$ cat config.mk
export PLATFORM = sky130hd
export DESIGN_NAME = set_ctrl
export DESIGN_NICKNAME = d
export VERILOG_FILES = /design/src/rtl/ctrl_pkg.sv /design/src/rtl/btn_debounce.sv /design/src/rtl/set_ctrl.sv
export SDC_FILE = /design/constraint.sdc
export NUM_CORES = 1
export LEC_CHECK = 0
export ABC_AREA = 1
export BUFFER_PORTS_ARGS = -buffer_cell sky130_fd_sc_hd__buf_2
export CORE_UTILIZATION = 63
export CTS_BUF_LIST = sky130_fd_sc_hd__clkbuf_4 sky130_fd_sc_hd__clkbuf_8 sky130_fd_sc_hd__clkbuf_16
export DETAILED_ROUTE_END_ITERATION = 16
export GPL_TIMING_DRIVEN = 0
export PLACE_DENSITY = 0.82
export SYNTH_ARGS = -nofsm -noshare
export SYNTH_HDL_FRONTEND = slang
export SYNTH_SLANG_ARGS = --single-unit
$ cat constraint.sdc
create_clock -name i_clk -period 4.4 [get_ports i_clk]
set_clock_uncertainty 0.05 [all_clocks]
set_input_delay 0.88 -clock i_clk [delete_from_list [all_inputs] [get_ports i_clk]]
set_output_delay 0.88 -clock i_clk [all_outputs]
set_load 0.05 [all_outputs]
$ cat src/rtl/ctrl_pkg.sv
// Shared set-state encoding and blank-mask bit positions for the clock
// time-setting controller and the digit mux.
package ctrl_pkg;

  typedef enum logic [1:0] {
    ST_RUN  = 2'd0,
    ST_SEC  = 2'd1,
    ST_MIN  = 2'd2,
    ST_HOUR = 2'd3
  } st_e;

  localparam int BLK_SEC  = 0;
  localparam int BLK_MIN  = 1;
  localparam int BLK_HOUR = 2;

  // MODE walks RUN -> HOUR -> MIN -> SEC -> RUN, i.e. a down-count mod 4.
  function automatic st_e next_mode(st_e s);
    return st_e'(s - 2'd1);
  endfunction

endpackage

$ cat src/rtl/btn_debounce.sv
// Raw push-button conditioning: 2-FF synchroniser, saturating-count debouncer
// and a one-cycle registered press strobe on the debounced rising edge.
module btn_debounce #(
  parameter int DB_W = 10
) (
  input  logic i_clk,
  input  logic i_rst_n,
  input  logic i_raw,
  output logic o_level,
  output logic o_press
);

  logic            sync1_q, sync2_q;
  logic            lvl_q, lvl_d;
  logic            press_q, press_d;
  logic [DB_W-1:0] cnt_q, cnt_d;

  always_comb begin
    lvl_d = lvl_q;
    cnt_d = '0;
    if (sync2_q != lvl_q) begin
      if (cnt_q == {DB_W{1'b1}}) lvl_d = sync2_q;
      else                       cnt_d = cnt_q + 1'b1;
    end
    press_d = lvl_d & ~lvl_q;
  end

  always_ff @(posedge i_clk or negedge i_rst_n) begin
    if (!i_rst_n) begin
      sync1_q <= 1'b0;
      sync2_q <= 1'b0;
      lvl_q   <= 1'b0;
      press_q <= 1'b0;
      cnt_q   <= '0;
    end else begin
      sync1_q <= i_raw;
      sync2_q <= sync1_q;
      lvl_q   <= lvl_d;
      press_q <= press_d;
      cnt_q   <= cnt_d;
    end
  end

  assign o_level = lvl_q;
  assign o_press = press_q;

endmodule

$ cat src/rtl/set_ctrl.sv
// Time-setting controller: MODE/INC buttons drive the RUN/HOUR/MIN/SEC set
// FSM, auto-repeat, idle timeout and the edited-field blink mask.
module set_ctrl
  import ctrl_pkg::*;
#(
  parameter int DB_W          = 10,
  parameter int HOLD_TICKS    = 8,
  parameter int REPEAT_TICKS  = 2,
  parameter int TIMEOUT_TICKS = 64,
  parameter int BLINK_FRAMES  = 32
) (
  input  logic       i_clk,
  input  logic       i_rst_n,
  input  logic       i_tick,
  input  logic       i_latch,
  input  logic       i_btn_mode,
  input  logic       i_btn_inc,
  output logic [1:0] o_target,
  output logic       o_inc_hr,
  output logic       o_inc_min,
  output logic       o_clr_sec,
  output logic       o_run,
  output logic [2:0] o_blank
);

  localparam int HW = $clog2(HOLD_TICKS + 1);
  localparam int RW = $clog2(REPEAT_TICKS + 1);
  localparam int IW = $clog2(TIMEOUT_TICKS + 1);
  localparam int FW = $clog2(BLINK_FRAMES + 1);

  logic mode_press, inc_press, inc_lvl, mode_lvl_unused;

  btn_debounce #(.DB_W(DB_W)) u_db_mode (
    .i_clk   (i_clk),
    .i_rst_n (i_rst_n),
    .i_raw   (i_btn_mode),
    .o_level (mode_lvl_unused),
    .o_press (mode_press)
  );

  btn_debounce #(.DB_W(DB_W)) u_db_inc (
    .i_clk   (i_clk),
    .i_rst_n (i_rst_n),
    .i_raw   (i_btn_inc),
    .o_level (inc_lvl),
    .o_press (inc_press)
  );

  st_e          tgt_q, tgt_d;
  logic         inc_hr_q, inc_hr_d, inc_min_q, inc_min_d, clr_sec_q, clr_sec_d;
  logic         run_q, run_d, phase_q, phase_d;
  logic [2:0]   blank_q, blank_d;
  logic [HW-1:0] hold_q, hold_d;
  logic [RW-1:0] rpt_q, rpt_d;
  logic [IW-1:0] idle_q, idle_d;
  logic [FW-1:0] frame_q, frame_d;
  logic         fire, rpt_state;

  always_comb begin
    tgt_d     = tgt_q;
    inc_hr_d  = 1'b0;
    inc_min_d = 1'b0;
    clr_sec_d = 1'b0;
    hold_d    = hold_q;
    rpt_d     = rpt_q;
    idle_d    = idle_q;
    frame_d   = frame_q;
    phase_d   = phase_q;
    fire      = 1'b0;
    blank_d   = 3'b000;

    // MODE beats INC when both land in the same cycle.
    if (mode_press) begin
      tgt_d = next_mode(tgt_q);
    end else if (inc_press) begin
      case (tgt_q)
        ST_HOUR: inc_hr_d  = 1'b1;
        ST_MIN:  inc_min_d = 1'b1;
        ST_SEC:  clr_sec_d = 1'b1;
        default: ;
      endcase
    end

    // A press on the expiring tick wins, so presses are checked first.
    if (tgt_q == ST_RUN || mode_press || inc_press) begin
      idle_d = '0;
    end else if (i_tick) begin
      if (idle_q == IW'(TIMEOUT_TICKS - 1)) begin
        idle_d = '0;
        tgt_d  = ST_RUN;
      end else begin
        idle_d = idle_q + 1'b1;
      end
    end

    rpt_state = (tgt_q == ST_HOUR) || (tgt_q == ST_MIN);
    if (!inc_lvl || mode_press || !rpt_state || tgt_d != tgt_q) begin
      hold_d = '0;
      rpt_d  = '0;
    end else if (i_tick) begin
      if (hold_q != HW'(HOLD_TICKS)) begin
        hold_d = hold_q + 1'b1;
        fire   = (hold_q == HW'(HOLD_TICKS - 1));
      end else if (rpt_q == RW'(REPEAT_TICKS - 1)) begin
        rpt_d = '0;
        fire  = 1'b1;
      end else begin
        rpt_d = rpt_q + 1'b1;
      end
    end
    if (fire) begin
      if (tgt_q == ST_HOUR) inc_hr_d  = 1'b1;
      else                  inc_min_d = 1'b1;
    end

    if (i_latch) begin
      if (frame_q == FW'(BLINK_FRAMES - 1)) begin
        frame_d = '0;
        phase_d = ~phase_q;
      end else begin
        frame_d = frame_q + 1'b1;
      end
    end
    // Keep the field being edited visible right after it changes.
    if (inc_hr_d || inc_min_d || clr_sec_d) begin
      frame_d = '0;
      phase_d = 1'b0;
    end
    if (tgt_d == ST_RUN) phase_d = 1'b0;

    if (phase_d) begin
      case (tgt_d)
        ST_SEC:  blank_d[BLK_SEC]  = 1'b1;
        ST_MIN:  blank_d[BLK_MIN]  = 1'b1;
        ST_HOUR: blank_d[BLK_HOUR] = 1'b1;
        default: ;
      endcase
    end

    run_d = (tgt_d != ST_SEC);
  end

  always_ff @(posedge i_clk or negedge i_rst_n) begin
    if (!i_rst_n) begin
      tgt_q     <= ST_RUN;
      inc_hr_q  <= 1'b0;
      inc_min_q <= 1'b0;
      clr_sec_q <= 1'b0;
      run_q     <= 1'b1;
      blank_q   <= 3'b000;
      phase_q   <= 1'b0;
      hold_q    <= '0;
      rpt_q     <= '0;
      idle_q    <= '0;
      frame_q   <= '0;
    end else begin
      tgt_q     <= tgt_d;
      inc_hr_q  <= inc_hr_d;
      inc_min_q <= inc_min_d;
      clr_sec_q <= clr_sec_d;
      run_q     <= run_d;
      blank_q   <= blank_d;
      phase_q   <= phase_d;
      hold_q    <= hold_d;
      rpt_q     <= rpt_d;
      idle_q    <= idle_d;
      frame_q   <= frame_d;
    end
  end

  assign o_target  = tgt_q;
  assign o_inc_hr  = inc_hr_q;
  assign o_inc_min = inc_min_q;
  assign o_clr_sec = clr_sec_q;
  assign o_run     = run_q;
  assign o_blank   = blank_q;

endmodule

==> impl.org <==
** Synth
- Among all cell types in the netlist, the one instantiated most often is sky130_fd_sc_hd__dfrtp_1.
- Synthesis produced a netlist with a net count of 321.
- The average instance in the mapped netlist occupies 8.97 sq um.
- Synth cell count leaders :: sky130_fd_sc_hd__dfrtp_1, sky130_fd_sc_hd__nand2_1, sky130_fd_sc_hd__nor2_1, sky130_fd_sc_hd__inv_1, sky130_fd_sc_hd__nand3_1
- Count of unique library cells instantiated by Yosys :: 29
- In the synthesized netlist the dominant register cell turns out to be sky130_fd_sc_hd__dfrtp_1.
- Sorting the synthesized cells by area gives the leading types as sky130_fd_sc_hd__dfrtp_1, sky130_fd_sc_hd__nand2_1, sky130_fd_sc_hd__nor2_1, sky130_fd_sc_hd__inv_1, sky130_fd_sc_hd__ha_1.
- Synthesized flop and latch total :: 57
- In this run, synthesis inferred 0 flip-flops with an integrated enable.
- Summed over all instances, the cell type with the most area after synthesis is sky130_fd_sc_hd__dfrtp_1.
- The mapped netlist covers 2730 sq um.
- Summed over its instances, the top area cell type makes up 51.4% of the synthesized netlist area.
- Counting every instance in the synthesized netlist gives 304.
- Ys async rst share :: 100%
- Fraction of the yosys area taken by sequential cells :: 52.3%
- During synthesis, Yosys emitted a total of 0 warnings.

** STA
- Actual slew at the worst max-slew pin :: 0.611 ns
- The number of failing hold endpoints at the final stage came to 0.
- Setup total negative slack on the finished layout was measured at 0 ns.
- Setup violations remaining at the end of the flow were counted as 0.
- The max-slew violation count was 0.
- For this run, the top clock speed supported by timing is 0.453 GHz.
- The routed design could run at a clock period as short as 2.21 ns.
- Final clock period utilization by the worst path :: 50.2%
- Worst slew slack as a fraction of its limit :: 59.2%
- Setup repair after global routing left no endpoint under its margin.
- Once routing completed, OpenROAD measured the worst setup slack at 2.19 ns.

** Global routing
- Entering global routing, the biggest net connects 58 pins.
- Leftover overflow at the end of global routing :: 0
- The via count of the first global-routing pass came to 1922.
- Global-route wire length before repair :: 8050 microns
- Global routing consumed, over all layers together, 24.8% of the routing resources.
- The initial antenna violation count came to 0.

** Clock network
- Counting along the longest clock path gives a buffer depth of 2.
- CTS buffer count :: 9
- Hold buffers post-CTS :: 0
- Clock Tree Root :: sky130_fd_sc_hd__clkbuf_8
- Clock-pin slew was measured on the worst setup and hold paths at 0.07 ns.
- Clock sink count :: 57
- CTS tree :: built
- Post-CTS sizing :: 0
- In this run the post-CTS setup repair buffer count came out at 0.
- The later pin in the worst-skew pair is clocked with a latency of 0.34 ns.
- H-Tree Level Count :: 3

** Critical path
- The slowest stage of the critical path belongs to the cell sky130_fd_sc_hd__dfrtp_1.
- Nature of the critical path startpoint :: flip-flop
- The worst setup path is of the reg2reg kind.
- CP cell instances :: inv_1 -> ha_1 -> nor2_2 -> nand2_2 -> nor2_4 -> nand2_2 -> nand2_4 -> nand2_4 -> nand4_1 -> nand3_1 -> nor3b_2
- For the worst setup path, the data arrival time is 2.43 ns.
- In this design, the stage delay of the slowest critical-path cell is 0.51 ns.
- Along the worst path, the maximum fanout reaches 7.
- STA classifies the critical path endpoint as a flip-flop.
- Required time reported for the critical path endpoint :: 4.62 ns

** Die
- Die footprint :: 4600 sq um
- In this run the vertical extent of the chip is 67.8 microns.
- The initialized floorplan defines 23 standard-cell rows.
- Initial Util :: 66.7%
- I/O pins :: 15
- Placeable core region :: 4090 sq um
- Measured along the x axis, the die boundary spans 67.8 microns.

** Placement
- Post-detailed-placement cell area :: 2860 sq um
- Global placement routability congestion :: 0.814
- Setup WS pre-CTS :: 2.19 ns
- Detailed placement ended at an HPWL of 3260 microns.
- Count of input and output buffers :: 14
- The number of placed instances, taps included, is 368.

** Layout
- From synthesis to final layout, the design area changed by 12.9%.
- 0 antenna diodes ended up in the layout.
- Layout cell share with drive strength beyond 1 :: 14.0%
- Finished Cell Area :: 3080 sq um
- After the last flow step, the layout net total stands at 347.
- Post-layout instance count excluding filler cells :: 385
- Sequential cell area :: 1430 sq um
- Number of fill cells :: 300
- The multi-input combinational cells in the finished layout cover a total of 1140 sq um.

** Power
- Sw Ratio :: 25.3%
- Sequential cells account for 49.2% of the total power.
- Across the VDD grid, the largest voltage drop is 0.384 mV.
- Share of power burned in the clock network :: 41.6%
- The internal power of the cells totals 0.883 mW.
- In this run the power density over the cells is 384 nW/um^2.
- Portion of total power attributed to combinational logic :: 9.1%
- In this run the static leakage power is 1.48 nW.
- Net switching component of the power :: 0.299 mW

** Min path
- Hold Crit Class :: reg2reg

** Routing
- Total DRC errors in the routed layout :: 0
- The pre-antenna-repair detailed-routing pass consisted of 4 iterations.
- Via density :: 5.28
- Number of nets still failing antenna checks after routing :: 0
- The detailed router finished its first iteration with 83 violations.
- Overall routed net length :: 4810 microns
- Vias post-DR :: 2034
- Dividing the detail-routed wire length by the instance count gives 12.5 microns.

** Outcome
- Run status :: completed

** Job
- The tool flagged a number of max-cap violations equal to 0.
[worst max-delay path, delay by kind of cell (launching register included)]
kind	cells	cell delay (ns)
adders and majority gates	1	0.23
DFF	1	0.51
and+or+nand+nor	9	1.23
buffers and inverters	1	0.11
[power groups by stage]
stage	registers [mW]	logic [mW]	clock network [mW]
after CTS	0.582	0.108	0.499
final	0.582	0.108	0.492
after global placement	0.589	0.102	0
after global routing	0.586	0.127	0.527
after floorplan	0.584	0.0804	0
after detailed placement	0.592	0.106	0
[final timing paths]
check | startpoint | end | slack (ns) | cells after the start
worst min register to register | u_db_mode.sync1_q | u_db_mode.sync2_q | 0.30 | 0
max in group asynchronous | i_rst_n | o_run | 3.17 | 2
worst max register to register | o_target[0] | frame_q[5] | 2.19 | 11
worst min-delay path | u_db_mode.sync1_q | u_db_mode.sync2_q | 0.30 | 0
worst max-delay path | o_target[0] | frame_q[5] | 2.19 | 11
min in group asynchronous | i_rst_n | u_db_inc.cnt_q[6] | 0.49 | 1
[layout make-up]
cell class,instances,area share (%)
sequential,57,46.3
multi-input combinational,205,37.1
inverter,42,5.12
clock buffer,11,4.71
timing repair buffer,15,2.92
tap,50,2.03
clock inverter,5,1.79
[sequential cells by signal (all words and copies together) (netlist names), 2 cells and up]
signal           count
u_db_inc.cnt_q      10
o_blank              3
frame_q              6
hold_q               4
o_target             2
idle_q               7
u_db_mode.cnt_q     10
rpt_q                2
[cell usage in the layout (no fill, tap or decap), types with 2 or more instances in the layout]
cell type                    count
sky130_fd_sc_hd__nor3_1         15
sky130_fd_sc_hd__xor2_1         13
sky130_fd_sc_hd__or2_2           3
sky130_fd_sc_hd__nand2_2         2
sky130_fd_sc_hd__buf_2          14
sky130_fd_sc_hd__nor3b_1         6
sky130_fd_sc_hd__nor2_1         45
sky130_fd_sc_hd__nand4_1         6
sky130_fd_sc_hd__xnor2_1         2
sky130_fd_sc_hd__clkinv_2        2
sky130_fd_sc_hd__nand2_4         3
sky130_fd_sc_hd__clkinvlp_4      2
sky130_fd_sc_hd__a21oi_1        10
sky130_fd_sc_hd__dfrtp_1        56
sky130_fd_sc_hd__nor2_2          2
sky130_fd_sc_hd__nand2_1        49
sky130_fd_sc_hd__inv_1          41
sky130_fd_sc_hd__o21ai_0         6
sky130_fd_sc_hd__nand3_1        21
sky130_fd_sc_hd__clkbuf_8       10
sky130_fd_sc_hd__o22ai_1         2
sky130_fd_sc_hd__ha_1           11
[per-layer routing]
| metal | GRT usage [%] | share of wire [%] | up-vias |
|---|---|---|---|
| met1 | 27.9 | 45 | 972 |
| met4 | 10.9 | 2.1 | 0 |
| met5 | 0 | 0 | - |
| met2 | 41.7 | 49 | 22 |
| li1 | - | - | 1030 |
| met3 | 9.12 | 3.5 | 10 |
[logic make-up (layout without fill, tap and decap cells)]
group           count (synthesis)  in the layout  synth area share (%)
buf+inv                        42             73                  5.78
compound gates                 23             23                  5.14
simple gates                  156            156                  26.9
xor+xnor                       15             15                  4.82
fa+ha+maj                      11             11                  5.05
flops                          57             57                  52.3
[through the flow]
stage	utilization (%)	hold WS [ns]	total power, mW
floorplan	-	0.281	0.664
global placement	70.0	0.282	0.691
detailed placement	70.0	0.285	0.698
CTS	74.9	0.299	1.19
global route	75.4	0.305	1.24
finish	75.4	0.299	1.18
Power figures use the tool's default switching activity.
